--- src/rtl/regfile_pkg.sv ---
// Shared register-file constants: address/data widths, the hard-wired zero
// register and the writeback requester indices used by the arbiter.
package regfile_pkg;
  localparam int REG_ADDR_W = 5;
  localparam int REG_DATA_W = 32;
  localparam logic [REG_ADDR_W-1:0] REG_ZERO = '0;
  localparam int WB_ALU  = 0;
  localparam int WB_LOAD = 1;
endpackage

--- src/rtl/rr_arbiter2.sv ---
// Two-way round-robin arbiter. The requester that did not win the most recent
// handshake gets priority on contention; a lone requester always wins.
module rr_arbiter2
  import regfile_pkg::*;
(
  input  logic       clk,
  input  logic       rst,
  input  logic [1:0] req,
  output logic [1:0] gnt
);

  // Index of the requester granted at the last handshake.
  logic last_gnt;

  // Grant selection: contention resolved against the last winner.
  always_comb begin
    gnt = req;
    if (req[WB_ALU] && req[WB_LOAD]) begin
      gnt = last_gnt ? 2'b01 : 2'b10;
    end
  end

  // Pointer follows every handshake; reset favours the ALU on first contention.
  always_ff @(posedge clk) begin
    if (rst) begin
      last_gnt <= 1'b1;
    end else if (|gnt) begin
      last_gnt <= gnt[WB_LOAD];
    end
  end

endmodule

--- src/rtl/regfile_wb_arbiter.sv ---
// Writeback arbiter for the register file's single write port. Grants one of
// the ALU/load requesters per cycle, registers the winning write, and keeps a
// pending-write scoreboard that the issue stage reads for RAW hazards.
module regfile_wb_arbiter
  import regfile_pkg::*;
#(
  parameter int ADDR_W = REG_ADDR_W,
  parameter int DATA_W = REG_DATA_W
) (
  input  logic                 clk,
  input  logic                 rst,
  input  logic                 req0_valid,
  input  logic [ADDR_W-1:0]    req0_addr,
  input  logic [DATA_W-1:0]    req0_data,
  output logic                 req0_ready,
  input  logic                 req1_valid,
  input  logic [ADDR_W-1:0]    req1_addr,
  input  logic [DATA_W-1:0]    req1_data,
  output logic                 req1_ready,
  input  logic                 claim_valid,
  input  logic [ADDR_W-1:0]    claim_addr,
  input  logic [ADDR_W-1:0]    rd_addr_a,
  input  logic [ADDR_W-1:0]    rd_addr_b,
  output logic                 hazard_a,
  output logic                 hazard_b,
  output logic                 wr_en,
  output logic [ADDR_W-1:0]    wr_addr,
  output logic [DATA_W-1:0]    wr_data,
  output logic [2**ADDR_W-1:0] busy,
  output logic                 sb_err
);

  localparam int NREG = 2**ADDR_W;
  localparam logic [ADDR_W-1:0] ZERO_ADDR = '0;

  logic [1:0]        gnt;
  logic              hs;
  logic [ADDR_W-1:0] sel_addr;
  logic [DATA_W-1:0] sel_data;
  logic [NREG-1:0]   busy_nxt;
  logic              err_set;

  rr_arbiter2 u_arb (
    .clk (clk),
    .rst (rst),
    .req ({req1_valid, req0_valid}),
    .gnt (gnt)
  );

  assign req0_ready = gnt[WB_ALU];
  assign req1_ready = gnt[WB_LOAD];
  assign hs         = |gnt;
  assign sel_addr   = gnt[WB_LOAD] ? req1_addr : req0_addr;
  assign sel_data   = gnt[WB_LOAD] ? req1_data : req0_data;

  // No bypass: a register stays hazardous until the edge that commits it.
  assign hazard_a = busy[rd_addr_a];
  assign hazard_b = busy[rd_addr_b];

  // Write stage: capture the granted write; r0 writes are accepted but dropped.
  always_ff @(posedge clk) begin
    if (rst) begin
      wr_en   <= 1'b0;
      wr_addr <= '0;
      wr_data <= '0;
    end else if (hs) begin
      wr_en   <= (sel_addr != ZERO_ADDR);
      wr_addr <= sel_addr;
      wr_data <= sel_data;
    end else begin
      wr_en   <= 1'b0;
    end
  end

  // Scoreboard next state: commit clears, claim sets and wins a same-edge tie.
  always_comb begin
    busy_nxt = busy;
    err_set  = 1'b0;
    if (wr_en) begin
      busy_nxt[wr_addr] = 1'b0;
    end
    if (claim_valid && (claim_addr != ZERO_ADDR)) begin
      if (busy[claim_addr] && !(wr_en && (wr_addr == claim_addr))) begin
        err_set = 1'b1;
      end
      busy_nxt[claim_addr] = 1'b1;
    end
    busy_nxt[0] = 1'b0;
  end

  // Scoreboard and sticky double-claim flag.
  always_ff @(posedge clk) begin
    if (rst) begin
      busy   <= '0;
      sb_err <= 1'b0;
    end else begin
      busy   <= busy_nxt;
      sb_err <= sb_err | err_set;
    end
  end

endmodule
--- config.mk ---
export PLATFORM = sky130hd
export DESIGN_NAME = regfile_wb_arbiter
export DESIGN_NICKNAME = d
export VERILOG_FILES = /design/src/rtl/regfile_pkg.sv /design/src/rtl/rr_arbiter2.sv /design/src/rtl/regfile_wb_arbiter.sv
export SDC_FILE = /design/constraint.sdc
export NUM_CORES = 1
export LEC_CHECK = 0
export ABC_AREA = 0
export CAP_MARGIN = 20
export CELL_PAD_IN_SITES_DETAIL_PLACEMENT = 0
export CELL_PAD_IN_SITES_GLOBAL_PLACEMENT = 1
export CORE_AREA = 2 2 126 128
export CTS_CLUSTER_SIZE = 8
export DETAILED_ROUTE_END_ITERATION = 10
export DIE_AREA = 0 0 128 130
export PLACE_DENSITY = 0.81
export SLEW_MARGIN = 10
export SYNTH_ARGS = -nofsm -noshare
export SYNTH_HDL_FRONTEND = slang
export SYNTH_SLANG_ARGS = --single-unit
--- constraint.sdc ---
create_clock -name clk -period 3.1 [get_ports clk]
set_clock_uncertainty 0.1 [all_clocks]
set_input_delay 0.775 -clock clk [delete_from_list [all_inputs] [get_ports clk]]
set_output_delay 0.775 -clock clk [all_outputs]
set_load 0.005 [all_outputs]
Word level (Yosys, flattened, before mapping)
Index checks and enable logic that the tools add are counted.
{"block": "word_totals", "regBits": 72, "elab_cells": 48}
{"block": "op_classes", "order_cmp": 6, "eq_ne": 1, "mux": 18, "bitwise_logic": 5, "reduce_logical": 11}
{"operator": "32-bit 2-to-1 mux", "n": 3}
{"operator": "32-bit AND", "n": 1}
{"operator": "32-bit inverter", "n": 1}
{"operator": "32-bit bitwise OR", "n": 1}
{"operator": "5-bit by 6-bit less-than comparator with 1-bit output, second input constant", "n": 4}
{"operator": "1-bit binary-select mux with 5-bit select", "n": 3}
{"operator": "1-bit demux with 5-bit select", "n": 2}
{"operator": "5-bit by 1-bit greater-or-equal comparator with 1-bit output, second input constant", "n": 2}
{"operator": "5-bit nonzero test", "n": 2}
{"operator": "1-bit 2-to-1 mux", "n": 7}
{"operator": "1-bit logical AND", "n": 6}
{"operator": "5-bit equality test", "n": 1}
{"operator": "5-bit 2-to-1 mux", "n": 1}
{"operator": "2-bit 2-to-1 mux", "n": 2}
{"operator": "2-bit OR reduction", "n": 2}
{"operator": "1-bit logical NOT", "n": 1}
{"operator": "1-bit inverter", "n": 1}
{"operator": "1-bit bitwise OR", "n": 1}

Logic depth before layout (Yosys ltp)
Gate-level depths: netlist of the first run.
{"block": "logic_depth", "depth_word": 9, "mapped_depth": 7}

Hierarchy
A second synthesis of the first run with hierarchy kept.
{"block": "hier_totals", "cells_unflattened": 463, "area_unflattened_um2": 3902.5}
{"mod": "regfile_wb_arbiter", "n_inst": 1, "cells_each": 456, "area_each_um2": 3847.4}
{"mod": "rr_arbiter2", "n_inst": 1, "cells_each": 7, "area_each_um2": 55.1}

Worst setup path before layout of the first run
OpenSTA, ideal clock, no wires.
{"block": "synth_timing", "kind": "in2out", "start": "input port rd_addr_a[0]", "end": "output port hazard_a", "arrival_time_ns": 2.219, "required_time_ns": 2.225, "path_slack_ns": 0.006, "path_stages": 4, "path_buffers": 1, "cell_sequence": "buf_2 -> mux4_2 -> mux4_2 -> mux2_2"}
{"block": "synth_via", "elab_chain_cells": 2}
{"item": "start: declaration", "line_no": "regfile_wb_arbiter.sv:22", "text": "input logic [ADDR_W-1:0] rd_addr_a,"}
{"item": "1-bit binary-select mux with 5-bit select", "line_no": "regfile_wb_arbiter.sv:57", "text": "assign hazard_a = busy[rd_addr_a];"}
{"item": "1-bit 2-to-1 mux (not written as such)", "line_no": "regfile_wb_arbiter.sv:57"}
{"item": "end: declaration", "line_no": "regfile_wb_arbiter.sv:24", "text": "output logic hazard_a,"}
No other way between the ends. The select of a mux whose other input is x is not followed.

Final worst setup path of the first run
Same ends and word-level chain as after synthesis.

==> results of run 1 <==
[routing by layer]
layer,global-route usage,vias up,wire length (um)
li1,-,2193,-
met1,0.231,2207,6430
met2,0.311,282,7330
met3,0.0627,37,1840
met4,0.0899,0,431
met5,0,-,0
[worst register-to-register path, stage by stage, from the launching register on]
cell     delay, ns
dfxtp_1       0.35
buf_4         0.16
mux4_2        0.48
and4_1        0.21
a21oi_1       0.15
and4_1        0.21
o22ai_1       0.06
[flip-flops by register name, indices dropped and copies added, names as in the netlist]
register	cells
wr_data	32
sb_err	1
busy	31
wr_addr	5
wr_en	1
u_arb.last_gnt	1
[worst max-delay path by stage]
stage	endpoint	slack, ns	cells past startpoint
2_1_floorplan	hazard_a	0.006	4
3_3_place_gp	hazard_a	-0.86	6
3_5_place_dp	hazard_a	-0.90	6
4_1_cts	hazard_a	-0.12	6
5_1_grt	hazard_a	-0.06	5
6_report	hazard_a	-0.02	5
[through the flow]
step	hold slack, ns	utilization	total power [mW]
2_1_floorplan	0.365	-	1.27
3_3_place_gp	0.355	0.403	1.57
3_5_place_dp	0.364	0.403	1.58
4_1_cts	0.372	0.424	2.68
5_1_grt	0.390	0.424	2.76
6_report	0.376	0.424	2.65
[synth_stat cells, types with 2 or more instances]
library cell | count | area (um^2)
dfxtp_1 | 71 | 1420
a21oi_1 | 66 | 330
nor2_1 | 45 | 169
nand2_1 | 44 | 165
inv_1 | 37 | 139
o21ai_0 | 36 | 180
clkbuf_1 | 33 | 124
a31oi_1 | 32 | 200
o221a_2 | 32 | 360
mux4_2 | 21 | 473
mux2i_1 | 14 | 140
nand3b_1 | 8 | 60.1
buf_2 | 7 | 35.0
buf_1 | 6 | 22.5
nor3b_1 | 5 | 37.5
a211oi_1 | 4 | 30.0
mux2_2 | 4 | 45.0
nor3_1 | 4 | 20.0
or3b_2 | 4 | 35.0
xor2_1 | 4 | 35.0
and3_1 | 3 | 18.8
nand3_1 | 3 | 15.0
a22oi_1 | 2 | 15.0
and4_1 | 2 | 17.5
nand2b_1 | 2 | 12.5
o22ai_1 | 2 | 12.5
o32ai_1 | 2 | 17.5
[final cells by class]
class | instances | area (um^2)
Clock buffer | 10 | 239
Clock inverter | 6 | 70.1
Fill cell | 1530 | 8880
Inverter | 37 | 139
Multi-Input combinational cell | 348 | 2460
Sequential cell | 71 | 1420
Tap cell | 192 | 240
Timing Repair Buffer | 205 | 1970
[cell families after synthesis]
family | synth area share
compound gates | 0.278
simple gates | 0.138
buf+inv | 0.0780
flops | 0.338
mux | 0.157
xor+xnor | 0.0104
other cells | 0.000892
[report_power, final]
part / leakage [nW] / total [mW] / internal [mW] / switching (mW)
logic: 1.78 / 0.559 / 0.321 / 0.238
clock network: 0.141 / 1.08 / 0.648 / 0.432
registers: 0.584 / 1.01 / 0.963 / 0.0492
[timing repair]
action	CTS	global route
setup buffers	1	0
endpoints found under the setup margin	2	2
pin swaps	0	0
cloned	0	0
gates resized for setup	33	10
==> impl_metrics.py, run 1 <==
metrics = {
    "timing": {
        "setup_viol": 2,
        "timing.fmax_mhz": 320,
        "tns_ns": -0.0220,
        "timing.final.ws_setup_ns": -0.0208,
        "worst_pin_slew_ns": 0.768,
        "hold_viol": 0,
        "fin_crit_ns": 3.12,
        "timing.final.crit_share": 1.01,
        "rsz0062_at_grt": "yes",
        "max-slew-margin-rel": 0.488,
        "slew_violations": 0,
    },
    "critical_path": {
        "critical_path.top_delay_family": "multiplexers",
        "slowest_stage": "mux4_2",
        "worstPathMaxFanout": 7,
        "start_kind": "input port",
        "max_stage_delay_ns": 0.50,
        "r2r_slack_ns": 1.24,
        "worstPathCellList": "buf_12 > mux4_2 > mux4_2 > mux2_4 > buf_6",
        "r2r_start": "busy[31]",
        "crit_buf_inv": 2,
        "r2r_cells": 6,
        "critPathRequiredTime_ns": 2.22,
        "end_kind": "output pin",
        "path_class": "in -> out",
        "reg2reg_to": "sb_err",
        "path_common_cell": "mux4_2",
        "startpoint": "rd_addr_a[0]",
        "arrival_ns": 2.25,
    },
    "drt": {
        "drt_first_iter_violations": 388,
        "firstDrtPassIters": 5,
        "drt-wirelength-per-cell_um": 18.4,
        "vias": 4719,
        "antenna_left": 0,
        "vias_per_cell": 5.43,
        "drc": 0,
        "routed_wl_um": 16000,
    },
    "grt": {
        "grt_overflow": 0,
        "grt_pass1_wl_um": 24700,
        "antenna_found_initial": 0,
        "track_usage": 0.191,
        "grt_pass1_vias": 4625,
        "grt_max_degree": 85,
    },
    "logic_synthesis": {
        "yosysSeqAreaShare": 0.338,
        "synth_edf_count": 0,
        "syn_area_um2": 4200,
        "ys_seq_elements": 71,
        "syn_avg_cell_area_um2": 8.36,
        "post_synth_num_cell_types": 37,
        "synth_warnings": 0,
        "synth-async-reset-ratio": 0,
        "yosys_most_used_dff": "dfxtp_1",
        "syn-num-nets": 597,
        "synth_cells": 503,
    },
    "hold_path": {
        "holdPathStages": 2,
        "min_to": "sb_err",
        "timing.hold.worst.start": "sb_err",
        "hp-class": "reg -> reg",
    },
    "place": {
        "hpwl_um": 11900,
        "io_buffers": 167,
        "dpl-instance-area_um2": 6210,
        "dp_cells": 854,
        "place_congestion": 0.971,
        "preCtsSetupSlack_ns": -0.899,
    },
    "clocking": {
        "hold_buffers": 0,
        "cts_made_buffers": 9,
        "clk_pin_slew_ns": 0.06,
        "clock_sinks": 71,
        "insertion_delay_ns": 0.34,
        "cts_tree": "yes",
        "cts_root_buf": "clkbuf_16",
        "cts-htree-levels": 3,
        "cts_buffer_depth": 2,
    },
    "die": {
        "start_util": 0.273,
        "die_area_um2": 16600,
        "rows": 46,
        "die_w_um": 128,
        "die_y_um": 130,
        "ios": 169,
        "core_um2": 15400,
    },
    "final_layout": {
        "design_area_um2": 6540,
        "final_nets": 766,
        "instances_no_fill": 869,
        "num_antenna_cells": 0,
        "syn2layout_area_growth_pct": 55.7,
        "layout_common_cells": "159 x clkdlybuf4s50_1, 71 x dfxtp_1, 66 x a21oi_1, 45 x nor2_1, 44 x nand2_1",
        "mostFrequentLayoutCell": "clkdlybuf4s50_1",
        "drive_gt1_frac": 0.182,
    },
    "status": {
        "status": "complete, but fails checks",
        "violations": "negative setup slack",
    },
    "pwr": {
        "p_leak_nw": 2.50,
        "ir_drop_mv": 0.192,
        "p_per_area_nw_per_um2": 405,
    },
    "run": {
        "drv_cap": 0,
    },
}
Power figures use the tool's default switching activity.
==> run 2, diff against run 1 <==
CORE_AREA = 2 2 105 107   (was 2 2 126 128)
DIE_AREA = 0 0 107 109   (was 0 0 128 130)
DONT_BUFFER_PORTS = 1   (was unset)
PLACE_DENSITY = 0.79   (was 0.81)
==> run 2 against run 1 <==
  * The run now ends clean
  * Wire length decreased by 18%
  * Clock-buffer cell count grew 2
  * Register-to-register slack about the same
  * Flip-flop and latch count stayed put
  * Final cell count decreased by 29%
  * Global-route usage up 3.2 points
  * Critical endpoint is now hazard_b
  * Highest routed layer unchanged
==> impl_metrics.py, run 2 (synthesized netlist as in run 1, its figures left out) <==
metrics = {
    "critical_path": {
        "end_kind": "output pin",
        "worstPathMaxFanout": 5,
        "arrival_ns": 2.03,
        "slowest_stage": "mux4_2",
        "worstPathCellList": "mux4_2 > mux4_2 > mux2_2",
        "r2r_cells": 6,
        "critPathRequiredTime_ns": 2.22,
        "path_class": "reg -> out",
        "max_stage_delay_ns": 0.51,
        "crit_buf_inv": 0,
        "path_common_cell": "mux4_2",
        "start_kind": "register",
        "critical_path.top_delay_family": "multiplexers",
        "path_depth": 3,
    },
    "timing": {
        "timing.fmax_mhz": 345,
        "timing.final.crit_share": 0.936,
        "slew_violations": 0,
        "rsz0062_at_grt": "no",
        "max-slew-margin-rel": 0.480,
        "fin_crit_ns": 2.90,
        "setup_viol": 0,
        "hold_viol": 0,
        "tns_ns": 0,
        "worst_pin_slew_ns": 0.777,
    },
    "drt": {
        "vias": 3922,
        "antenna_left": 0,
        "drt-wirelength-per-cell_um": 21.4,
        "vias_per_cell": 6.38,
        "drc": 0,
        "drt_first_iter_violations": 265,
        "firstDrtPassIters": 5,
        "routed_wl_um": 13100,
    },
    "hold_path": {
        "holdPathStages": 1,
        "hp-class": "in -> reg",
    },
    "clocking": {
        "cts_tree": "yes",
        "clock_sinks": 71,
        "cts_root_buf": "clkbuf_8",
        "insertion_delay_ns": 0.35,
        "post_cts_buffers": 0,
        "clk_pin_slew_ns": 0.08,
        "cts_buffer_depth": 2,
        "cts-htree-levels": 3,
        "hold_buffers": 0,
        "cts_made_buffers": 9,
        "cts_resized": 0,
    },
    "place": {
        "io_buffers": 0,
        "dpl-instance-area_um2": 4210,
        "hpwl_um": 9110,
        "place_congestion": 0.860,
    },
    "grt": {
        "grt_max_degree": 100,
        "grt_pass1_vias": 3863,
        "track_usage": 0.223,
        "grt_pass1_wl_um": 20200,
        "antenna_found_initial": 0,
        "grt_overflow": 0,
    },
    "die": {
        "die_w_um": 107,
        "start_util": 0.397,
        "die_area_um2": 11700,
        "die_y_um": 109,
        "ios": 169,
        "rows": 38,
        "core_um2": 10600,
    },
    "pwr": {
        "p_per_area_nw_per_um2": 454,
        "p_leak_nw": 1.63,
        "ir_drop_mv": 0.174,
    },
    "final_layout": {
        "top_register": "wr_data",
        "final_nets": 564,
        "syn2layout_area_growth_pct": 4.73,
        "num_antenna_cells": 0,
        "design_area_um2": 4400,
        "nFillCells": 1067,
        "largest_reg_flops": 32,
        "mostFrequentLayoutCell": "dfxtp_1",
        "drive_gt1_frac": 0.164,
        "layout_common_cells": "71 x dfxtp_1, 66 x a21oi_1, 45 x nor2_1, 44 x nand2_1, 37 x inv_1",
        "reg_top3": "wr_data: 32 flops, busy: 31 flops, wr_addr: 5 flops",
    },
    "run": {
        "drv_cap": 0,
    },
    "status": {
        "status": "finished clean",
    },
}
## run 2: cell count changes in the layout (fill, tap and decap cells not counted), sizes merged
cell,delta
buf,-43
clkbuf,+2
clkdlybuf4s50,-159
clkinv,+1
clkinvlp,-3
## run 2: path summary, 6_finish.rpt
kind	from	end	slack (ns)
worst max-delay path	busy[31]	hazard_b	0.20
worst min-delay path	rst	busy[23]	0.39
worst max register to register	u_arb.last_gnt	wr_addr[2]	1.23
worst min register to register	sb_err	sb_err	0.40
## run 2: power breakdown
group          switching [mW]  internal [mW]
Clock                   0.348          0.391
Sequential             0.0634          0.962
Combinational           0.112          0.123
Total                   0.523           1.48
## run 2: area by class of cell
| cell class | count | area [um^2] | area share |
|---|---|---|---|
| clock buffer | 12 | 145 | 0.0330 |
| timing repair buffer | 3 | 22.5 | 0.00512 |
| multi-input combinational | 348 | 2450 | 0.558 |
| tap | 140 | 175 | 0.0398 |
| clock inverter | 4 | 45.0 | 0.0102 |
| sequential | 71 | 1420 | 0.323 |
| inverter | 37 | 139 | 0.0315 |
## run 2: through the flow
| stage | worst slack, ns | cells | utilization | hold slack [ns] | power [mW] |
|---|---|---|---|---|---|
| finish | 0.198 | 615 | 0.415 | 0.386 | 2.00 |
| detailed placement | 0.207 | 599 | 0.397 | 0.405 | 1.28 |
| floorplan | 0.00623 | 503 | - | 0.365 | 1.27 |
| CTS | 0.195 | 615 | 0.415 | 0.371 | 2.01 |
| global route | 0.172 | 615 | 0.415 | 0.367 | 2.09 |
| global placement | 0.242 | 599 | 0.397 | 0.399 | 1.27 |
## run 2: layer usage
metal | routed length [um] | GRT usage
met3 | 1420 | 0.0897
met5 | 0 | 0
met4 | 417 | 0.119
met1 | 4950 | 0.242
met2 | 6350 | 0.375
